[config.mk]
export PLATFORM = sky130hd
export DESIGN_NAME = periph_hid_xbar
export DESIGN_NICKNAME = d
export VERILOG_FILES = /design/src/rtl/periph_hid_xbar_pkg.sv /design/src/rtl/periph_evt_fifo.sv /design/src/rtl/periph_hid_xbar.sv
export SDC_FILE = /design/constraint.sdc
export NUM_CORES = 1
export LEC_CHECK = 0
export BUFFER_PORTS_ARGS = -buffer_cell sky130_fd_sc_hd__buf_4
export CORE_AREA = 2 2 295 297
export DETAILED_ROUTE_END_ITERATION = 8
export DIE_AREA = 0 0 297 299
export GPL_ROUTABILITY_DRIVEN = 0
export MAX_ROUTING_LAYER = met4
export PLACE_DENSITY = 0.67
export SLEW_MARGIN = 20
export SYNTH_ARGS = -nofsm -noshare
export SYNTH_HDL_FRONTEND = slang
export SYNTH_SLANG_ARGS = --single-unit
export TNS_END_PERCENT = 1
[constraint.sdc]
create_clock -name msoc_clk -period 4.19 [get_ports msoc_clk]
set_input_delay 0.2095 -clock msoc_clk [delete_from_list [all_inputs] [get_ports msoc_clk]]
set_output_delay 0.2095 -clock msoc_clk [all_outputs]
set_load 0.01 [all_outputs]
[src/rtl/periph_hid_xbar_pkg.sv]
// Shared types and field positions for the hid_* peripheral crossbar.
// Drop-counter fields are only live when PERIPH_HID_XBAR_DROP_CNT_EN is defined.
package periph_hid_xbar_pkg;

  typedef enum logic [0:0] {
    REG_EVT  = 1'b0,
    REG_CTRL = 1'b1
  } region_e;

  localparam int unsigned EVT_EMPTY_BIT  = 31;
  localparam int unsigned EVT_DROP_LSB   = 24;
  localparam int unsigned EVT_DATA_MAX_W = 24;
  localparam int unsigned DROP_W         = 7;

  localparam logic EVT_OFF_DATA  = 1'b0;
  localparam logic EVT_OFF_LEVEL = 1'b1;

  function automatic logic [DROP_W-1:0] sat_inc(input logic [DROP_W-1:0] v);
    return (&v) ? v : v + DROP_W'(1);
  endfunction

endpackage

[src/rtl/periph_evt_fifo.sv]
// Synchronous event FIFO: wrap-bit pointers give full/empty/level without a separate counter.
// The caller guarantees push only when space exists (or a pop frees a slot) and pop only when non-empty.
module periph_evt_fifo #(
  parameter int unsigned FIFO_DEPTH = 16,
  parameter int unsigned FIFO_W     = 16
) (
  input  logic                          i_clk,
  input  logic                          i_rst,
  input  logic                          i_push,
  input  logic [FIFO_W-1:0]             i_data,
  input  logic                          i_pop,
  output logic                          o_full,
  output logic                          o_empty,
  output logic [$clog2(FIFO_DEPTH):0]   o_level,
  output logic [FIFO_W-1:0]             o_head
);

  localparam int unsigned AW = $clog2(FIFO_DEPTH);

  logic [FIFO_W-1:0] r_mem [FIFO_DEPTH];
  logic [AW:0]       r_wr_ptr;
  logic [AW:0]       r_rd_ptr;

  // NOTE: the storage array is deliberately not reset; the pointers alone define which entries are valid.
  always_ff @(posedge i_clk) begin
    if (i_push) r_mem[r_wr_ptr[AW-1:0]] <= i_data;
  end

  // NOTE: sequential state uses non-blocking assignments so every flop samples pre-edge values.
  always_ff @(posedge i_clk) begin
    if (i_rst) begin
      r_wr_ptr <= '0;
      r_rd_ptr <= '0;
    end else begin
      if (i_push) r_wr_ptr <= r_wr_ptr + 1'b1;
      if (i_pop)  r_rd_ptr <= r_rd_ptr + 1'b1;
    end
  end

  assign o_level = r_wr_ptr - r_rd_ptr;
  assign o_empty = (r_wr_ptr == r_rd_ptr);
  assign o_full  = (r_wr_ptr[AW] != r_rd_ptr[AW]) &&
                   (r_wr_ptr[AW-1:0] == r_rd_ptr[AW-1:0]);
  assign o_head  = r_mem[r_rd_ptr[AW-1:0]];

endmodule

[src/rtl/periph_hid_xbar.sv]
// hid_* bus crossbar: event FIFO (region 0), control bank (region 1), external slaves (2..N-1),
// all reads returned through one fixed-latency pipeline. Optional macro: PERIPH_HID_XBAR_DROP_CNT_EN.
module periph_hid_xbar
  import periph_hid_xbar_pkg::*;
#(
  parameter int unsigned NREGION    = 4,
  parameter int unsigned ADDR_W     = 17,
  parameter int unsigned CTRL_REGS  = 16,
  parameter int unsigned FIFO_DEPTH = 16,
  parameter int unsigned FIFO_W     = 16,
  parameter int unsigned EXT_RD_LAT = 1
) (
  input  logic                      msoc_clk,
  input  logic                      rst,
  input  logic                      hid_en,
  input  logic [3:0]                hid_we,
  input  logic [ADDR_W-1:0]         hid_addr,
  input  logic [31:0]               hid_wrdata,
  output logic [31:0]               hid_rddata,
  output logic                      hid_rvalid,
  input  logic                      evt_valid,
  input  logic [FIFO_W-1:0]         evt_data,
  output logic                      evt_ready,
  output logic [CTRL_REGS*32-1:0]   ctrl_q,
  output logic [NREGION-1:0]        ext_en,
  output logic [3:0]                ext_we,
  input  logic [NREGION*32-1:0]     ext_rdata
);

  localparam int unsigned RIDX_W = $clog2(NREGION);
  localparam int unsigned CIDX_W = $clog2(CTRL_REGS);
  localparam int unsigned LVL_W  = $clog2(FIFO_DEPTH) + 1;
  localparam int unsigned LAST   = EXT_RD_LAT;

  // ---------------------------------------------------------------- decode
  logic [RIDX_W-1:0] w_region;
  logic [CIDX_W-1:0] w_cidx;
  logic              w_evt_off;
  logic              w_rd;
  logic              w_wr;
  logic              w_is_evt;
  logic              w_is_ctrl;
  logic              w_is_ext;

  assign w_region  = hid_addr[ADDR_W-1 -: RIDX_W];
  assign w_cidx    = hid_addr[2 +: CIDX_W];
  assign w_evt_off = hid_addr[2];
  assign w_rd      = hid_en & (hid_we == '0);
  assign w_wr      = hid_en & (|hid_we);
  assign w_is_evt  = (w_region == RIDX_W'(REG_EVT));
  assign w_is_ctrl = (w_region == RIDX_W'(REG_CTRL));
  assign w_is_ext  = ~w_is_evt & ~w_is_ctrl;

  // NOTE: every always_comb output gets a default first, so no path can infer a latch.
  always_comb begin
    ext_en = '0;
    if (hid_en && w_is_ext) ext_en[w_region] = 1'b1;
  end

  assign ext_we = (|ext_en) ? hid_we : 4'b0000;

  // ---------------------------------------------------------------- event FIFO
  logic              w_full;
  logic              w_empty;
  logic [LVL_W-1:0]  w_level;
  logic [FIFO_W-1:0] w_head;
  logic              w_push;
  logic              w_pop;
  logic [DROP_W-1:0] w_drop_cnt;

  assign w_pop = w_rd & w_is_evt & (w_evt_off == EVT_OFF_DATA) & ~w_empty;

`ifdef PERIPH_HID_XBAR_DROP_CNT_EN
  logic              w_drop_clr;
  logic [DROP_W-1:0] r_drop_cnt;

  assign evt_ready  = 1'b1;
  // A pop in the same cycle frees the slot the full-state push would have lost.
  assign w_push     = evt_valid & (~w_full | w_pop);
  assign w_drop_clr = w_wr & w_is_evt & (w_evt_off == EVT_OFF_DATA);

  always_ff @(posedge msoc_clk) begin
    if (rst)                               r_drop_cnt <= '0;
    else if (w_drop_clr)                   r_drop_cnt <= '0;
    else if (evt_valid & w_full & ~w_pop)  r_drop_cnt <= sat_inc(r_drop_cnt);
  end

  assign w_drop_cnt = r_drop_cnt;
`else
  assign evt_ready  = ~w_full;
  assign w_push     = evt_valid & ~w_full;
  assign w_drop_cnt = '0;
`endif

  periph_evt_fifo #(
    .FIFO_DEPTH (FIFO_DEPTH),
    .FIFO_W     (FIFO_W)
  ) u_evt_fifo (
    .i_clk   (msoc_clk),
    .i_rst   (rst),
    .i_push  (w_push),
    .i_data  (evt_data),
    .i_pop   (w_pop),
    .o_full  (w_full),
    .o_empty (w_empty),
    .o_level (w_level),
    .o_head  (w_head)
  );

  // ---------------------------------------------------------------- control bank
  logic [31:0] r_ctrl [CTRL_REGS];

  always_ff @(posedge msoc_clk) begin
    if (rst) begin
      for (int i = 0; i < CTRL_REGS; i++) r_ctrl[i] <= '0;
    end else if (w_wr && w_is_ctrl) begin
      for (int b = 0; b < 4; b++) begin
        if (hid_we[b]) r_ctrl[w_cidx][b*8 +: 8] <= hid_wrdata[b*8 +: 8];
      end
    end
  end

  for (genvar g = 0; g < CTRL_REGS; g++) begin : g_ctrl_q
    assign ctrl_q[g*32 +: 32] = r_ctrl[g];
  end

  // ---------------------------------------------------------------- internal read mux
  logic [31:0] w_evt_word;
  logic [31:0] w_int_rdata;

  always_comb begin
    w_evt_word                          = '0;
    w_evt_word[EVT_EMPTY_BIT]           = w_empty;
    w_evt_word[EVT_DROP_LSB +: DROP_W]  = w_drop_cnt;
    if (!w_empty) w_evt_word[FIFO_W-1:0] = w_head;

    w_int_rdata = '0;
    if (w_is_evt)       w_int_rdata = (w_evt_off == EVT_OFF_LEVEL) ? 32'(w_level) : w_evt_word;
    else if (w_is_ctrl) w_int_rdata = r_ctrl[w_cidx];
  end

  // ---------------------------------------------------------------- read pipeline
  // Stages 0..LAST-1 plus the output register give EXT_RD_LAT+1 cycles for every region.
  logic              r_pipe_vld [LAST];
  logic [RIDX_W-1:0] r_pipe_reg [LAST];
  logic [31:0]       r_pipe_dat [LAST];
  logic              r_rvalid;
  logic [31:0]       r_rddata;
  logic              w_tail_ext;
  logic [31:0]       w_ext_word;

  assign w_tail_ext = (r_pipe_reg[LAST-1] != RIDX_W'(REG_EVT)) &&
                      (r_pipe_reg[LAST-1] != RIDX_W'(REG_CTRL));

  always_comb begin
    w_ext_word = '0;
    for (int r = 2; r < NREGION; r++) begin
      if (r_pipe_reg[LAST-1] == RIDX_W'(r)) w_ext_word = ext_rdata[r*32 +: 32];
    end
  end

  always_ff @(posedge msoc_clk) begin
    if (rst) begin
      for (int s = 0; s < LAST; s++) begin
        r_pipe_vld[s] <= 1'b0;
        r_pipe_reg[s] <= '0;
        r_pipe_dat[s] <= '0;
      end
      r_rvalid <= 1'b0;
      r_rddata <= '0;
    end else begin
      r_pipe_vld[0] <= w_rd;
      r_pipe_reg[0] <= w_region;
      r_pipe_dat[0] <= w_int_rdata;
      for (int s = 1; s < LAST; s++) begin
        r_pipe_vld[s] <= r_pipe_vld[s-1];
        r_pipe_reg[s] <= r_pipe_reg[s-1];
        r_pipe_dat[s] <= r_pipe_dat[s-1];
      end
      r_rvalid <= r_pipe_vld[LAST-1];
      if (r_pipe_vld[LAST-1]) r_rddata <= w_tail_ext ? w_ext_word : r_pipe_dat[LAST-1];
    end
  end

  assign hid_rvalid = r_rvalid;
  assign hid_rddata = r_rddata;

  // Byte-offset bits, unused address bits and the internal regions' ext_rdata slots are ignored.
  logic w_unused;
  assign w_unused = ^{hid_addr, ext_rdata[2*32-1:0]};

endmodule

==> results.cfg <==
[outcome]
outcome = complete, no violations

[cts]
cts.clk_slew.worst_paths_ps = 60
tritoncts = done
htree_levels = 3
cts_buffer_depth = 3
clk_latency_ps = 650
cts_sinks = 850
numCtsBuffers = 90
cts_root_buf = clkbuf_16
post_cts_buffers = 0

[global_routing]
grt_pass1_wl_mm = 178
overflow = 0
antenna_found_initial = 14
grt_pass1_vias = 24160
track_usage = 0.288
grt_max_degree = 72

[setup_path]
cp-start-kind = primary input
crit_end = r_ctrl[12][0]
arrival_ps = 3720
max_stage_delay_ps = 810
worstPathRequired_ps = 4490
cp-startpoint = hid_addr[16]
ff2ff_path_depth = 6
crit_slowest_cell = nand3_1
rrSetupSlack_ps = 1040
r2r-end = u_evt_fifo.r_mem[2][7]
path_common_cell = buf_4
crit_chain = dlygate4sd3_1, buf_4, nand2b_1, nor2_2, buf_4, nand3_1, nor2_1, or2_1
path_depth = 8
cp-end-kind = register
crit_buf_inv = 3
rr_startpoint = u_evt_fifo.r_wr_ptr[2]
crit_fanout = 30
worst-setup-path-type = primary input to register
cp_top_family = simple AND/OR/NAND/NOR gates

[pwr]
clkPwrFrac = 0.410
seqPwrFrac = 0.500
p_int_w = 0.0151
p_comb_frac = 0.090
switching_share = 0.235
p_leak_nw = 17.0
peakVddDrop_mv = 0.319
power_density_nw_per_um2 = 423
p_sw_w = 0.00463

[floorplanning]
start_util = 0.428
die_h_um = 299
core_sq_um = 85900
dieArea_sq_um = 88800
die_x_um = 297
ios = 755
row_count = 108

[route]
via_per_inst = 5.67
detail_route.wl_per_cell_um = 29.8
ant_nets = 0
route.detailed.drc = 0
drt-total-wl_mm = 126
drt_iter0_markers = 2640
dr.pass1.iters = 5
num_vias = 23865

[timing]
finalMaxSlewViolations = 0
skew_ps = 30.9
hold_viol = 0
max_freq_ghz = 0.293
final.setup.worst_slack_ps = 772
rsz0062_at_grt = false
tightest_slew_ps = 991
min_period_over_period = 0.816
final.setup.tns_ps = 0
report.final.setup_viol = 0
period_needed_ps = 3420
slew_headroom = 0.338

[logic_synthesis]
synthesis.area_sq_um = 36800
yosysUniqueCellTypes = 49
synthTopCellsByArea = edfxtp_1 (63%), mux4_2 (14%), and2_1 (9.0%)
synth_cells = 2248
synth_edf_count = 768
yosysWarnings = 0
synth-seq-area-share = 0.672
synth_top_area_share = 0.627
async_reset_ff_frac = 0
synth-main-ff-cell = edfxtp_1
ys_ff_latch = 850
avgSynthCellArea_sq_um = 16.4
yosys.area.top_type = edfxtp_1

[min_path]
min_path_type = primary input to register

[finish]
drive_gt1_frac = 0.365
final_common_cell = edfxtp_1
num-nets-final = 3181
nFillCells = 6993
layout_common_cells = edfxtp_1 (768), buf_4 (719), and2_1 (527)
multi_input_area_sq_um = 11500
largest_register = r_ctrl
flow.area_growth_from_synthesis_pct = 26.6
seqCellArea_sq_um = 24700
largest_register_ffs = 512

[placed_design]
io_buffers = 677
post-place-ws_ps = 818
dp_hpwl_mm = 92.3

[job]
max_cap_viol_count = 0
[cell families after synthesis]
logic type	Yosys count	share of synthesized area
buffers and inverters	153	0.0183
adder cells (fa/ha/maj)	10	0.00361
AND/OR/NAND/NOR	848	0.131
AO/OA/AOI/OAI	69	0.0112
multiplexers	306	0.162
other	1	0.000102
flip-flops	850	0.672
XOR/XNOR	11	0.00262
[worst register-to-register path, cell delays in order (launching register included)]
cell	delay, ps
dfxtp_1	690
ha_1	400
and4_1	310
a21boi_2	370
nand2_1	240
nor3_4	510
buf_4	330
[final cells by class]
class / count / share of cell area
Clock inverter: 49 / 0.0123
Inverter: 18 / 0.00145
Tap cell: 1155 / 0.0310
Multi-Input combinational cell: 1246 / 0.246
Antenna cell: 14 / 0.000752
Sequential cell: 850 / 0.531
Clock buffer: 111 / 0.0516
Timing Repair Buffer: 764 / 0.126
[synth_stat cells, types with 9 or more instances]
| library cell | instances |
|---|---|
| dfxtp_1 | 82 |
| or2_1 | 59 |
| buf_2 | 30 |
| edfxtp_1 | 768 |
| mux2i_1 | 74 |
| a21oi_1 | 38 |
| nor2b_1 | 11 |
| inv_1 | 17 |
| buf_1 | 10 |
| and2_1 | 527 |
| nor2_1 | 159 |
| nand3_1 | 16 |
| ha_1 | 9 |
| nor3_1 | 9 |
| clkbuf_1 | 85 |
| nand2_1 | 37 |
| mux4_2 | 231 |
| o21ai_1 | 11 |
[metal layers]
layer  global-route usage  part of all wire  vias up
li1                     -                 -     9883
met1                0.367              0.38    12228
met3               0.0697              0.10      254
met2                0.451              0.48     1500
met4                0.105             0.039        0
met5                    -                 0        -
[through the flow]
stage	hold WS, ps	total power (W)	utilization	cells	instance area [sq um]
floorplan	289	0.0106	-	2249	36800
global placement	479	0.0117	0.502	3992	43100
detailed placement	488	0.0117	0.502	3992	43100
CTS	0.606	0.0198	0.541	4193	46500
global route	17.5	0.0202	0.542	4205	46600
finish	37.5	0.0197	0.542	4207	46600
[worst min-delay path by stage]
| stage | from | cells after the start | to | slack, ps |
|---|---|---|---|---|
| after global placement | hid_rddata[5] | 2 | hid_rddata[5] | 480 |
| after global routing | hid_wrdata[29] | 2 | r_ctrl[10][29] | 20 |
| after CTS | hid_wrdata[30] | 2 | r_ctrl[11][30] | 0.6 |
| final | hid_wrdata[30] | 2 | r_ctrl[13][30] | 40 |
| after detailed placement | hid_rddata[5] | 2 | hid_rddata[5] | 490 |
| after floorplan | hid_we[3] | 1 | r_pipe_vld[0] | 290 |
[repair_timing]
action                    CTS  global route
hold endpoints to repair  389             0
hold buffers               41             0
gates resized for setup     0             0
[power by group through the flow]
stage	registers [W]	clock network (W)	logic (W)
2_1_floorplan	0.00998	0	0.000658
3_3_place_gp	0.0100	0	0.00170
3_5_place_dp	0.0100	0	0.00172
4_1_cts	0.00983	0.00818	0.00176
5_1_grt	0.00985	0.00851	0.00184
6_report	0.00984	0.00808	0.00176
Note: power is estimated with default switching activity, not from simulation.
